$ cat src/rtl/wb_pkg.sv
// Shared types for the writeback arbiter: register transport record, mux-select enum, defaults.
package wb_pkg;

    localparam int RegWidth            = 32;
    localparam int RegAddrWidth        = 5;
    localparam int WB_LD_DEPTH_DEFAULT = 2;

    // Same layout as the register file's write-port record.
    typedef struct packed {
        logic [RegAddrWidth-1:0] addr;
        logic [RegWidth-1:0]     value;
    } reg_transport_t;

    typedef enum logic [1:0] {
        WB_SRC_NONE,
        WB_SRC_ALU,
        WB_SRC_FIFO,
        WB_SRC_LD
    } wb_src_e;

    function automatic logic writes_reg(input reg_transport_t rd);
        return rd.addr != '0;
    endfunction

endpackage

$ cat src/rtl/wb_load_fifo.sv
// Strict-order buffer for load results that lost writeback arbitration; exposes its live entries.
module wb_load_fifo
    import wb_pkg::*;
#(
    parameter int DEPTH = WB_LD_DEPTH_DEFAULT
) (
    input  logic                           clk,
    input  logic                           rst_n,
    input  logic                           push,
    input  reg_transport_t                 push_data,
    input  logic                           pop,
    output reg_transport_t                 head,
    output logic                           full,
    output logic                           empty,
    output logic [$clog2(DEPTH):0]         count,
    output logic [DEPTH-1:0]               valid,
    output reg_transport_t [DEPTH-1:0]     entries
);

    localparam int IW = $clog2(DEPTH);

    logic [IW:0]    wr_ptr_reg;
    logic [IW:0]    rd_ptr_reg;
    reg_transport_t mem [DEPTH];

    always_ff @(posedge clk or negedge rst_n) begin
        if (!rst_n) begin
            wr_ptr_reg <= '0;
            rd_ptr_reg <= '0;
        end else begin
            if (push) wr_ptr_reg <= wr_ptr_reg + 1'b1;
            if (pop)  rd_ptr_reg <= rd_ptr_reg + 1'b1;
        end
    end

    // Storage needs no reset: the valid mask below gates every consumer.
    always_ff @(posedge clk) begin
        if (push) mem[wr_ptr_reg[IW-1:0]] <= push_data;
    end

    assign head  = mem[rd_ptr_reg[IW-1:0]];
    assign count = wr_ptr_reg - rd_ptr_reg;
    assign empty = (wr_ptr_reg == rd_ptr_reg);
    assign full  = (wr_ptr_reg[IW] != rd_ptr_reg[IW]) &&
                   (wr_ptr_reg[IW-1:0] == rd_ptr_reg[IW-1:0]);

    generate
        for (genvar gi = 0; gi < DEPTH; gi++) begin : g_entry
            logic [IW-1:0] offset;
            // Slot is live when its distance past the read pointer is below the fill count.
            assign offset      = IW'(gi) - rd_ptr_reg[IW-1:0];
            assign valid[gi]   = ({1'b0, offset} < count);
            assign entries[gi] = mem[gi];
        end
    endgenerate

endmodule

$ cat src/rtl/writeback_arbiter.sv
// Merges ALU and load results onto the single register-file write port.
// Optional same-cycle bypass outputs (oFwd/oFwdValid) are built when WB_FWD_EN is defined.
module writeback_arbiter
    import wb_pkg::*;
#(
    parameter int LD_DEPTH   = WB_LD_DEPTH_DEFAULT,
    parameter int REG_WIDTH  = RegWidth,
    parameter int ADDR_WIDTH = RegAddrWidth
) (
    input  logic                       iClk,
    input  logic                       nRst,
    input  logic                       iAluValid,
    input  reg_transport_t             iAluRd,
    output logic                       oAluStall,
    input  logic                       iLdValid,
    input  reg_transport_t             iLdRd,
    output logic                       oLdReady,
    output logic                       oWriteEn,
    output reg_transport_t             oRd,
    output logic [2**ADDR_WIDTH-1:0]   oLdPend
`ifdef WB_FWD_EN
    ,
    output reg_transport_t             oFwd,
    output logic                       oFwdValid
`endif
);

    localparam int CW = $clog2(LD_DEPTH) + 1;

    wb_src_e                          src;
    logic                             fifo_push;
    logic                             fifo_pop;
    reg_transport_t                   fifo_head;
    logic                             fifo_full;
    logic                             fifo_empty;
    logic [CW-1:0]                    fifo_count;
    logic [LD_DEPTH-1:0]              fifo_valid;
    reg_transport_t [LD_DEPTH-1:0]    fifo_entries;
    logic [ADDR_WIDTH-1:0]            sel_addr;
    logic [REG_WIDTH-1:0]             sel_value;
    reg_transport_t                   sel_rd;

    wb_load_fifo #(.DEPTH(LD_DEPTH)) u_fifo (
        .clk       (iClk),
        .rst_n     (nRst),
        .push      (fifo_push),
        .push_data (iLdRd),
        .pop       (fifo_pop),
        .head      (fifo_head),
        .full      (fifo_full),
        .empty     (fifo_empty),
        .count     (fifo_count),
        .valid     (fifo_valid),
        .entries   (fifo_entries)
    );

    // Ready depends only on the fill count so upstream never sees a path from iAluValid.
    assign oLdReady  = (fifo_count != CW'(LD_DEPTH));
    assign oAluStall = fifo_full & iAluValid;

    always_comb begin
        src       = WB_SRC_NONE;
        fifo_push = 1'b0;
        fifo_pop  = 1'b0;
        if (fifo_full) begin
            src      = WB_SRC_FIFO;
            fifo_pop = 1'b1;
        end else if (iAluValid) begin
            src       = WB_SRC_ALU;
            fifo_push = iLdValid;
        end else if (!fifo_empty) begin
            src       = WB_SRC_FIFO;
            fifo_pop  = 1'b1;
            fifo_push = iLdValid;
        end else if (iLdValid) begin
            src = WB_SRC_LD;
        end
    end

    always_comb begin
        sel_addr  = '0;
        sel_value = '0;
        case (src)
            WB_SRC_ALU:  begin sel_addr = iAluRd.addr;    sel_value = iAluRd.value;    end
            WB_SRC_FIFO: begin sel_addr = fifo_head.addr; sel_value = fifo_head.value; end
            WB_SRC_LD:   begin sel_addr = iLdRd.addr;     sel_value = iLdRd.value;     end
            default:     ;
        endcase
        sel_rd = '{addr: sel_addr, value: sel_value};
    end

    always_ff @(posedge iClk or negedge nRst) begin
        if (!nRst) begin
            oWriteEn <= 1'b0;
            oRd      <= '0;
        end else begin
            oWriteEn <= (src != WB_SRC_NONE) && writes_reg(sel_rd);
            if (src != WB_SRC_NONE) oRd <= sel_rd;
        end
    end

    // x0 never counts as pending since it is never written.
    always_comb begin
        oLdPend = '0;
        for (int e = 0; e < LD_DEPTH; e++) begin
            if (fifo_valid[e]) oLdPend[fifo_entries[e].addr] = 1'b1;
        end
        oLdPend[0] = 1'b0;
    end

`ifdef WB_FWD_EN
    assign oFwd      = sel_rd;
    assign oFwdValid = (src != WB_SRC_NONE) && writes_reg(sel_rd);
`endif

endmodule

$ cat config.mk
export PLATFORM = sky130hd
export DESIGN_NAME = writeback_arbiter
export DESIGN_NICKNAME = d
export VERILOG_FILES = /design/src/rtl/wb_pkg.sv /design/src/rtl/wb_load_fifo.sv /design/src/rtl/writeback_arbiter.sv
export SDC_FILE = /design/constraint.sdc
export NUM_CORES = 1
export LEC_CHECK = 0
export ABC_AREA = 1
export ABC_CLOCK_PERIOD_IN_PS = 11000
export CAP_MARGIN = 20
export CORE_MARGIN = 3
export CORE_UTILIZATION = 52
export CTS_BUF_LIST = sky130_fd_sc_hd__clkbuf_16
export CTS_CLUSTER_DIAMETER = 30
export DETAILED_ROUTE_END_ITERATION = 12
export PLACE_DENSITY = 0.85
export SKIP_CTS_REPAIR_TIMING = 1
export SYNTH_ARGS = -nofsm -noshare
export SYNTH_HDL_FRONTEND = slang
export SYNTH_SLANG_ARGS = --single-unit
$ cat constraint.sdc
create_clock -name iClk -period 11 [get_ports iClk]
set_input_delay 2.2 -clock iClk [delete_from_list [all_inputs] [get_ports iClk]]
set_output_delay 2.2 -clock iClk [all_outputs]
set_load 0.005 [all_outputs]
---- Yosys cells after proc, flatten, opt, wreduce, memory -nomap -nowiden ----
Memory sizes are Yosys's and may differ from the RTL's.
Index checks and enable logic that the tools add are counted.
cells by class
  add/subtract/negate cells ............... 5
  order comparisons ....................... 6
  eq/ne operators ......................... 7
  muxes and demuxes ....................... 20
  bitwise operators ....................... 2
  reduce and logical (&&, ||, !) cells .... 6
operators with widths
  operator             count
  $pmux 32 s3          1
  $mux 32              2
  $or 32x32->32        1
  $pmux 5 s3           1
  $lt 5x6->1 const B   2
  $demux 1 s5          2
  $ge 5x1->1 const B   2
  $mux 1               10
  $mux 2               4
  $reduce_bool 5->1    1
  $add 2x1->2 const B  2
  $eq 2x2->1 const B   2
  $logic_and 1x1->1    4
  $lt 1x2->1           2
  $eq 2x1->1 const B   1
  $eq 2x2->1           1
  $ne 2x2->1 const B   1
  $reduce_bool 2->1    1
  $sub 1x1->1 const A  2
  $sub 2x2->2          1
  $and 1x1->1          1
  $eq 1x1->1           1
  $ne 1x1->1           1
word-level totals
  bits in registers ....................... 42
  memory bits (writable) .................. 74
  input port bits ......................... 78
  output and inout port bits .............. 72
  word-level logic and storage cells ...... 52
  memories kept ........................... 1
memories
  name        depth  width  rd ports  clocked after memory_dff  write ports  line                source
  u_fifo.mem  2      37     3         0                         1            wb_load_fifo.sv:24  reg_transport_t mem [DEPTH];

---- Depth between registers and ports, before layout ----
  depth after elaboration ................. 8
  depth in mapped cells ................... 13
  gate-level depth less buffers ........... 9

---- Hierarchy ----
From an unflattened synthesis, not the netlist that was laid out.
unflattened totals
  cells, all modules ...................... 589
  area, all modules ....................... 5446.5 µm²
by module, submodules not included
  module             instances  cells each  area each (µm²)  seq. area each (µm²)
  wb_load_fifo       1          231         2960.3           2322.2
  writeback_arbiter  1          358         2486.1           950.9

---- Worst setup path after synthesis ----
Ideal clock, no wire load.
  path kind ............................... input -> output
  start point ............................. input iAluValid
  end point ............................... output oAluStall
  arrival ................................. 2.574 ns
  data required time ...................... 8.800 ns
  path slack .............................. 6.226 ns
  stages on the path ...................... 3
  buffers on the path ..................... 1
  path through ............................ buf_2 > inv_1 > nor2_1
on the way
  longest elaborated chain between the ends .. 1
ends and longest elaborated chain
  item             line                     source
  start, declared  writeback_arbiter.sv:12  input logic iAluValid,
  $and 1x1->1      writeback_arbiter.sv:59  assign oAluStall = fifo_full & iAluValid;
  end, declared    writeback_arbiter.sv:14  output logic oAluStall,
No other way between the ends.

---- Worst setup path in the final report ----
Ends and elaborated chain as after synthesis.

==> results.md <==
- Crit. Startpoint: iAluValid
- Crit path cell chain: clkdlybuf4s50_1 > inv_1 > nor2_1 > clkdlybuf4s50_1
- Via count: a little under 5000
- Min Clock Period, post-route: between 5000 and 6000 ps
- Detailed Place HPWL: 10.32 mm
- Hold_ws: about 480 ps
- Synthesis-stage register bit count: 116
- Critical R2R Launch: u_fifo.rd_ptr_reg[0]
- Final hold vios: 0
- Leak Pwr: 3.292 nW
- Vias in the first global route: between 5000 and 6000
- CTS root buf: clkbuf_16
- Max FFs per register: 74
- Relative slew slack: 54.43%
- Max_cap viols: 0
- Die Ht: about 110 µm
- Post-Synthesis Cell Area: 5464 µm²
- Layout area overhead: 41.06%
- Setup TNS: 0 ps
- Cell Int Power: about 0.0014 W
- Yosys top cell by area: edfxtp_1
- CP arrival: 3720 ps
- Clock latency on the worst-skew pair: ~410 ps
- RSZ-0062 raised after global routing: no
- Data required time at the worst endpoint: 8800 ps
- PortBufs: 148
- Net Switching: 0.0008345 W
- WL final: around 16 mm
- Endpoints failing setup: 0
- Critical path's top delay family: buffers and inverters
- Crit path largest cell delay: 750 ps
- Synth top area share: between 40% and 50%
- Status: finished clean
- Largest net degree at the start of global routing: 47
- Drt wl/cell: 17.06 µm
- GPL Wtd Cong: 0.9149
- TritonCTS clock tree: yes
- Fmax: 168.9 MHz
- Synth Net Count: 696
- First-pass GRT wire length: around 25 mm
- Nets: between 800 and 900
- Initial antenna violation count: 0
- Slowest cell on crit path: clkdlybuf4s50_1
- Hold_sp: oRd[32]
- Register Area: 3273 µm²
- Most common cell after layout, fill and taps aside: nand2_1
- All-layer global routing usage: 27.28%
- Most frequent cells in the layout: 327 x nand2_1, 147 x clkdlybuf4s50_1, 74 x edfxtp_1
- Initial drt markers: 354
- Top post-synthesis cells by area: edfxtp_1 41%, nand2_1 22%, dfrtp_1 19%, nand4_1 5.3%, inv_1 1.8%
- Endpoint type of the worst setup path: output port
- Router iterations before antenna repair: 5
- Period utilization: 53.81%
- Final Cell Area: 7707 µm²
- Multi-input gate area: 1971 µm²
- Die Footprint: 11770 µm²
- Ys Warns: 0
- Clock slew at reported path FFs: 50 ps
- GRT overflow: 0
- Crit path launch type: input pin
- Pwr/cell area: 284.5 nW/µm²
- Die W: 108.5 µm
- Logic pwr share: 43.6%
- Post-synthesis sequential area ratio: 59.90%
- Dpl cell area: around 7000 µm²
- Switching part of the total power: 38.06%
- Vias per cell: 5.411
- Clk sink count: 116
- Number of fillers in the final layout: 682
- Diodes inserted: 0
- Worst min path class: reg -> reg
- Initial Util: a little over half
- WS Path Type: in -> out
- Critical path buffers and inverters: 3
- Clock power frac: between 20% and 30%
- Post-route ant nets: 0
- Largest vdd supply drop: 159.2 µV
- Syn avg cell area: between 8 and 9 µm²
- Maximum root-to-sink buffer count: 2
- Layout cells sized above 1: 6.298%
- DRC viols: 0
- Worst slew pin tran: 681.4 ps
- Row count: 36
- Clock skew: 9.539 ps
- Io pins: 150
- Most used cell along the critical path: clkdlybuf4s50_1
- Critical Path Fanout Max: 10
- Gate Count Post-Synth: around 600
- Synth cell types: 27
- Core area: 10000 µm²
- Flop pwr share: 32.6%
- CTS buffer count: 17
- Slew Viols, Final: 0
- Htree depth: 4
-- routing by layer --
| metal | wire length, µm | up-vias | global-route usage, % |
|---|---|---|---|
| met5 | 0 | - | 0 |
| met2 | 7924 | 271 | 47.18 |
| met3 | 1323 | 35 | 6.448 |
| li1 | - | 2335 | - |
| met4 | 348 | 0 | 10.82 |
| met1 | 5944 | 2288 | 32.96 |
-- cell families (layout without fill, tap and decap cells) --
kind of cell | after synthesis | count (layout) | share of synthesized area, %
flops | 116 | 116 | 59.90
other cells | 1 | 1 | 0.06863
simple gates | 427 | 427 | 33.02
xor+xnor | 5 | 5 | 0.8014
buf+inv | 53 | 216 | 4.419
compound gates | 10 | 10 | 1.099
fa+ha+maj | 3 | 3 | 0.6870
-- worst paths after layout --
check / to / slack (ps) / cells past startpoint
setup / recovery: oAluStall / 5080 / 4
hold / removal: oRd[32] / 480 / 1
setup reg to reg: u_fifo.mem[1][8] / 8130 / 6
hold reg to reg: oRd[32] / 480 / 1
max in group asynchronous: oWriteEn / 8940 / 2
min in group asynchronous: oRd[7] / 1610 / 1
-- synthesized netlist by cell type --
cell type and number:
nand2_1 327, edfxtp_1 74, nand4_1 46, dfrtp_1 42
inv_1 26, nand3_1 17, nor3_1 16, clkbuf_1 12
nor2_1 12, buf_2 7, xor2_1 5, nand2_2 4
o21ai_0 4, a21o_1 3, buf_4 3, buf_6 3
ha_1 3, a21oi_1 2, buf_1 1, clkinv_1 1
conb_1 1, nand2_4 1, nand3_2 1, nor3_2 1
nor3_4 1, o211ai_1 1, or2_2 1
-- metrics by stage --
step	power, W	instances	utilization [%]	setup slack, ps
4_1_cts	0.002180	908	76.40	5099
5_1_grt	0.002327	911	77.08	4991
3_3_place_gp	0.001587	874	70.18	5131
2_1_floorplan	0.001233	615	-	6226
6_report	0.002193	911	77.08	5080
3_5_place_dp	0.001641	876	70.73	5119
-- power by group through the flow --
stage / clock [W] / combinational, W / sequential (W)
after floorplan: 0 / 0.000519 / 0.000714
after global placement: 0 / 0.000874 / 0.000713
after detailed placement: 0 / 0.000922 / 0.000719
after CTS: 0.000527 / 0.000938 / 0.000715
after global routing: 0.000548 / 0.00105 / 0.000729
final: 0.000522 / 0.000956 / 0.000715
-- layout make-up --
cell class,count,share of cell area [%]
Clock inverter,15,1.834
Tap cell,133,2.159
Timing Repair Buffer,157,21.14
Inverter,27,1.315
Clock buffer,17,5.519
Sequential cell,116,42.47
Multi-Input combinational cell,446,25.57
-- worst register-to-register path: cells and delay by family, from the launching register on --
| kind | cells | cell delay [ps] |
|---|---|---|
| and+or+nand+nor | 2 | 830 |
| DFF | 1 | 370 |
| adders and majority gates | 1 | 440 |
| AOI/OAI and AO/OA | 1 | 280 |
| buffers and inverters | 2 | 650 |
Power figures use the tool's default switching activity.
